<file path="config.mk">
export PLATFORM = sky130hd
export DESIGN_NAME = weighted_round_robin
export DESIGN_NICKNAME = d
export VERILOG_FILES = /design/src/rtl/weighted_round_robin.sv
export SDC_FILE = /design/constraint.sdc
export NUM_CORES = 1
export LEC_CHECK = 0
export ABC_AREA = 1
export CELL_PAD_IN_SITES_DETAIL_PLACEMENT = 0
export CELL_PAD_IN_SITES_GLOBAL_PLACEMENT = 2
export CORE_MARGIN = 2
export CORE_UTILIZATION = 25
export CTS_BUF_LIST = sky130_fd_sc_hd__clkbuf_8
export CTS_CLUSTER_SIZE = 25
export DETAILED_ROUTE_END_ITERATION = 12
export GPL_TIMING_DRIVEN = 0
export PLACE_DENSITY_LB_ADDON = 0.1
export RECOVER_POWER = 25
export SYNTH_ARGS = -nofsm -noshare
export SYNTH_HDL_FRONTEND = slang
export SYNTH_SLANG_ARGS = --single-unit
</file>
<file path="constraint.sdc">
create_clock -name clk -period 2.1 [get_ports clk]
set_input_delay 0.42 -clock clk [delete_from_list [all_inputs] [get_ports clk]]
set_output_delay 0.42 -clock clk [all_outputs]
set_load 0.02 [all_outputs]
</file>
<file path="src/rtl/weighted_round_robin.sv">
// weighted_round_robin
//   Weighted round-robin pop scheduler for a bank of QUEUE_QUANTITY queues.
//   Each grant is a burst of up to eff_w(queue) pops. A weight of 0 is
//   treated as 1. When a burst ends on a pop, the next queue is granted on the
//   same edge, so there is no bubble. When the granted queue runs empty, the
//   switch costs one bubble cycle.
//
// Ports
//   clk, rst    clock; asynchronous active-high reset
//   enb         global enable; 0 freezes scheduling state and gates out_enb
//   buf_empty   per-queue empty flags (bit i = queue i)
//   down_full   downstream backpressure; blocks pops and switches while in SERVE
//   cfg_load    load weight_cfg into the weight registers on this edge
//   weight_cfg  packed weights, queue i in [i*WEIGHT_BITS +: WEIGHT_BITS]
//   selector    granted queue (registered); drives the queue read mux
//   out_enb     pop strobe (combinational); queue[selector] pops on the edge
//   credit      pops remaining in the current burst (registered)
//   idle        scheduler is in IDLE
module weighted_round_robin #(
  parameter  int QUEUE_QUANTITY = 4,
  parameter  int WEIGHT_BITS    = 3,
  localparam int SEL_W          = (QUEUE_QUANTITY > 1) ? $clog2(QUEUE_QUANTITY) : 1
) (
  input  logic                                 clk,
  input  logic                                 rst,
  input  logic                                 enb,
  input  logic [QUEUE_QUANTITY-1:0]            buf_empty,
  input  logic                                 down_full,
  input  logic                                 cfg_load,
  input  logic [QUEUE_QUANTITY*WEIGHT_BITS-1:0] weight_cfg,
  output logic [SEL_W-1:0]                     selector,
  output logic                                 out_enb,
  output logic [WEIGHT_BITS-1:0]               credit,
  output logic                                 idle
);

  typedef enum logic {S_IDLE = 1'b0, S_SERVE = 1'b1} state_t;

  state_t                                  r_state;
  logic [SEL_W-1:0]                        r_selector;
  logic [WEIGHT_BITS-1:0]                  r_credit;
  logic [QUEUE_QUANTITY-1:0][WEIGHT_BITS-1:0] r_weight;

  logic [QUEUE_QUANTITY-1:0][WEIGHT_BITS-1:0] w_eff_w;
  logic                                    w_found;
  logic [SEL_W-1:0]                        w_next_sel;
  logic                                    w_pop;
  logic                                    w_switch;
  state_t                                  w_state_nxt;
  logic [SEL_W-1:0]                        w_sel_nxt;
  logic [WEIGHT_BITS-1:0]                  w_credit_nxt;

  // Weight registers load independently of enb/state. A running burst keeps
  // its credit, and the new weight is used at the next reload.
  always_ff @(posedge clk or posedge rst) begin
    if (rst) begin
      for (int i = 0; i < QUEUE_QUANTITY; i++) r_weight[i] <= WEIGHT_BITS'(1);
    end else if (cfg_load) begin
      r_weight <= weight_cfg;
    end
  end

  // Zero weight still grants one pop, so a configured queue is never starved.
  for (genvar g = 0; g < QUEUE_QUANTITY; g++) begin : g_eff
    assign w_eff_w[g] = (r_weight[g] == '0) ? WEIGHT_BITS'(1) : r_weight[g];
  end

  // Scan selector+1 .. selector+QUEUE_QUANTITY (the current queue is last).
  // The loop walks from farthest to nearest so that the nearest hit wins.
  always_comb begin
    logic [SEL_W:0]   sum;
    logic [SEL_W-1:0] idx;
    w_found    = 1'b0;
    w_next_sel = r_selector;
    for (int k = QUEUE_QUANTITY; k >= 1; k--) begin
      sum = {1'b0, r_selector} + (SEL_W+1)'(k);
      idx = (sum >= (SEL_W+1)'(QUEUE_QUANTITY)) ?
            SEL_W'(sum - (SEL_W+1)'(QUEUE_QUANTITY)) : SEL_W'(sum);
      if (!buf_empty[idx]) begin
        w_found    = 1'b1;
        w_next_sel = idx;
      end
    end
  end

  // State register
  always_ff @(posedge clk or posedge rst) begin
    if (rst) begin
      r_state    <= S_IDLE;
      r_selector <= '0;
      r_credit   <= '0;
    end else begin
      r_state    <= w_state_nxt;
      r_selector <= w_sel_nxt;
      r_credit   <= w_credit_nxt;
    end
  end

  // Next-state logic
  always_comb begin
    w_state_nxt  = r_state;
    w_sel_nxt    = r_selector;
    w_credit_nxt = r_credit;
    w_switch     = 1'b0;
    if (enb) begin
      case (r_state)
        S_IDLE:  w_switch = w_found;
        S_SERVE: begin
          if (!down_full) begin
            if (w_pop && (r_credit > WEIGHT_BITS'(1)))
              w_credit_nxt = r_credit - WEIGHT_BITS'(1);
            else
              // Last pop of the burst, or the granted queue ran dry.
              w_switch = 1'b1;
          end
        end
        default: w_state_nxt = S_IDLE;
      endcase
    end
    if (w_switch) begin
      if (w_found) begin
        w_state_nxt  = S_SERVE;
        w_sel_nxt    = w_next_sel;
        w_credit_nxt = w_eff_w[w_next_sel];
      end else begin
        w_state_nxt  = S_IDLE;
        w_credit_nxt = '0;
      end
    end
  end

  // Outputs. out_enb is gated by the registered state, so an asserted reset
  // drops it immediately.
  always_comb begin
    w_pop = (r_state == S_SERVE) && enb && !down_full &&
            !buf_empty[r_selector] && (r_credit != '0);
    out_enb  = w_pop;
    idle     = (r_state == S_IDLE);
    selector = r_selector;
    credit   = r_credit;
  end

endmodule

</file>
==> results by group, run 1 <==
Run status
  • Outcome: completed

Setup path
  • Worst setup path category: in -> out
  • CP Launch Point: buf_empty[0]
  • Bufs and invs on worst path: 4
  • CP max FO: 3
  • Critical path endpoint category: output pin
  • CP required: 1.68 ns
  • Slowest cell on the critical path: clkdlybuf4s50_1
  • Most Frequent Cell on Critical Path: nand2_1
  • Register-to-register setup slack: 0.24 ns
  • R2R Path End: credit[2]
  • RR Startpoint: selector[0]
  • Worst-path cell chain: clkdlybuf4s50_1, inv_1, nand2_1, nand2_1, nand2_1, o21ai_2, nand2_1, inv_2, buf_4
  • Max incr delay on CP: 0.50 ns
  • Cell family with most CP delay: buffers and inverters
  • Worst setup path end: out_enb
  • Cell depth of the worst setup path: 9
  • Worst EP arrival: 1.56 ns
  • R2r worst-path depth: 10
  • CP Launch Type: input port

Pwr
  • Tot Pwr: 2300 uW
  • Peak supply drop: 0.438 mV
  • Power Density: about 1300 nW/um^2
  • Leakage: about 0.00085 uW

Clocking
  • Worst-path clk slew: approximately 0.06 ns
  • CTS tree: done
  • CTS Sinks: 18
  • H-Tree Depth: 1
  • Cts bufs inserted: 3
  • CTS max path bufs: 2
  • Root Buffer: clkbuf_8
  • Worst-Skew Late Latency: roughly 0.25 ns

Synthesis
  • Syn Nets: about 200
  • Simple-gate share of the synthesized area: approximately 40%
  • Count of cell types in the netlist: 31
  • Synthesized area: ~1300 um^2
  • Avg Cell Area, Syn: 7.26 um^2
  • Cell taking the most area after synthesis: dfrtp_1
  • Post-synthesis compound-gate area fraction: 11.7%
  • Mux share of post-synthesis cell area: between 1.5 and 2%
  • Largest family of logic cells by synthesized area: simple AND/OR/NAND/NOR gates
  • Post-Synth Adder-Cell Area: ~1.9%
  • Warnings, synthesis: 0
  • Syn Inst Count: 178
  • Share of the synthesized area in the top cell type: between 20% and 30%
  • Post-Synth XOR/XNOR Area: 0%
  • Dominant cells by area after synthesis: dfrtp_1 (27%), nand2_1 (19%), dfstp_2 (8.1%)
  • Synth Register Bits: 18
  • Register area share after synthesis: between 30% and 40%

Timing
  • Tmin final: just under 2 ns
  • Max-slew violation count: 0
  • Worst-Margin Slew: approximately 0.7 ns
  • Worst hold margin: approximately 0.48 ns
  • Final hold vios: 0
  • RSZ-0062 raised after global routing: no
  • Final-report setup violation count: 0
  • Slew HR: between 50% and 60%
  • Max Fclk: 505 MHz
  • Clock Skew: 0.00465 ns
  • Fin crit share: between 90% and 100%

Global routing
  • Largest net degree at the start of global routing: 19
  • GR Util All Layers: between 10 and 15%
  • First-pass GRT wire length: between 5000 and 6000 um
  • Initial antenna violation count: 0
  • Total grt overflow: 0
  • Vias in the first global route: ~1,200

Placed design
  • Hpwl dp: 2370 um
  • Port Buf Inserts: 27
  • Final GP Congestion: slightly below 0.8

Floorplan
  • Die area: just under 6000 um^2
  • Standard-cell rows: 26
  • Die Height: 75.9 um
  • Core Area: 5040 um^2
  • Die X-Extent: about 76 um
  • Total I/O pin count: 28
  • Initial Utilization: between 20% and 30%

Routing
  • Antenna viol nets, final: 0
  • # DRC: 0
  • DRT Wirelength: 2880 um
  • Drt wl/cell: a little over 10 um
  • Initial DRC count: 31
  • Vias: 1,190
  • DRT Pass-1 Iters: 4
  • Vias/cell: 4.25

Layout
  • Area Overhead vs Synth: 32.8%
  • Share of layout cells above drive strength 1: roughly 22%
  • Antenna Cells: 0
  • Total Nets Final: around 230
  • Final Util: about a third

Hold path
  • Hold WC Path Type: reg -> reg

Flow run
  • Max-cap violations: 0
## report_power, final
part	leakage, uW	internal, uW	total [uW]	switching, uW
registers	0.000212	433	516	82.4
clock network	0.0000269	130	242	112
logic	0.000610	603	1540	938
## synth_stat cells (all sizes together)
master  instances
ha              2
clkbuf          2
o211ai          1
nor3            2
dfrtp          14
or2             1
buf             1
nand3          16
o21a            1
a21oi           6
and2            1
inv            25
nor2            6
o21ai          16
dfstp           4
nand2          75
clkinv          2
mux2            2
nand3b          1
## per-stage QoR
stage / TNS [ns] / setup slack [ns] / instances / area, um^2
CTS: 0 / 0.0521 / 279 / 1690
global placement: -0.586 / -0.386 / 275 / 1650
floorplan: 0 / 0.342 / 178 / 1290
detailed placement: -0.695 / -0.383 / 275 / 1650
global route: 0 / 0.0101 / 280 / 1720
finish: 0 / 0.121 / 280 / 1720
## what timing repair did
item	CTS	global route
hold buffers	0	0
pin swaps	0	0
buffers inserted	0	1
setup endpoints to repair	1	3
resized for setup	4	7
hold endpoints to repair	0	0
## worst min-delay path by stage
stage / depth (start not counted) / slack [ns] / from / to
6_report: 2 / 0.48 / r_weight[9] / r_weight[9]
5_1_grt: 2 / 0.53 / r_weight[6] / r_weight[6]
4_1_cts: 2 / 0.49 / r_weight[9] / r_weight[9]
3_5_place_dp: 2 / 0.48 / r_weight[9] / r_weight[9]
3_3_place_gp: 2 / 0.48 / r_weight[9] / r_weight[9]
2_1_floorplan: 1 / 0.36 / rst / credit[0]
## sequential cells by signal, indices dropped and copies added, names as in the netlist
name and count:
selector 2, r_state 1, r_weight 12, credit 3
## final cells by class
| class | count | area, um^2 |
|---|---|---|
| buffer | 3 | 18.8 |
| clock buffer | 3 | 41.3 |
| clock inverter | 1 | 3.75 |
| fill | 548 | 3330 |
| inverter | 27 | 105 |
| multi-input combinational | 130 | 729 |
| sequential | 18 | 455 |
| tap | 70 | 87.6 |
| timing repair buffer | 28 | 275 |
## layout by cell type, fill, tap and decap left out, drive strengths merged, types with 2 or more instances in the layout
master	count
dlygate4sd3	2
nand2	75
dfstp	4
a21oi	6
nor3	2
inv	27
o21ai	16
clkdlybuf4s50	24
dfrtp	14
ha	2
nand3	16
nor2	6
mux2	2
clkbuf	5
buf	3
## kinds of logic after synthesis
| kind of cell | count (synthesis) |
|---|---|
| buffers and inverters | 30 |
| AND/OR/NAND/NOR | 102 |
| flip-flops | 18 |
| AO/OA/AOI/OAI | 24 |
| multiplexers | 2 |
| adder cells (fa/ha/maj) | 2 |
## routing by layer
| metal | up-vias | wire length, um | GRT usage [%] |
|---|---|---|---|
| met5 | - | 0 | 0 |
| met4 | 0 | 41 | 3.45 |
| met3 | 6 | 97 | 1.90 |
| met2 | 20 | 1430 | 19.1 |
| met1 | 543 | 1310 | 13.4 |
| li1 | 621 | - | - |
## worst register-to-register path: cells and delay by family, from the launching register on
kind                   cells  cell delay (ns)
AND/OR/NAND/NOR            6             0.67
flip-flops                 1             0.47
AO/OA/AOI/OAI              2             0.37
buffers and inverters      2             0.30
No activity file was read; power rests on OpenSTA's default activity.
==> run 2: changes to the inputs <==
CTS_CLUSTER_DIAMETER = 80   (was default)
GPL_ROUTABILITY_DRIVEN = 0   (was default)
==> results of run 2 <==
Final layout, timing and power as in run 1 (identical DEF).
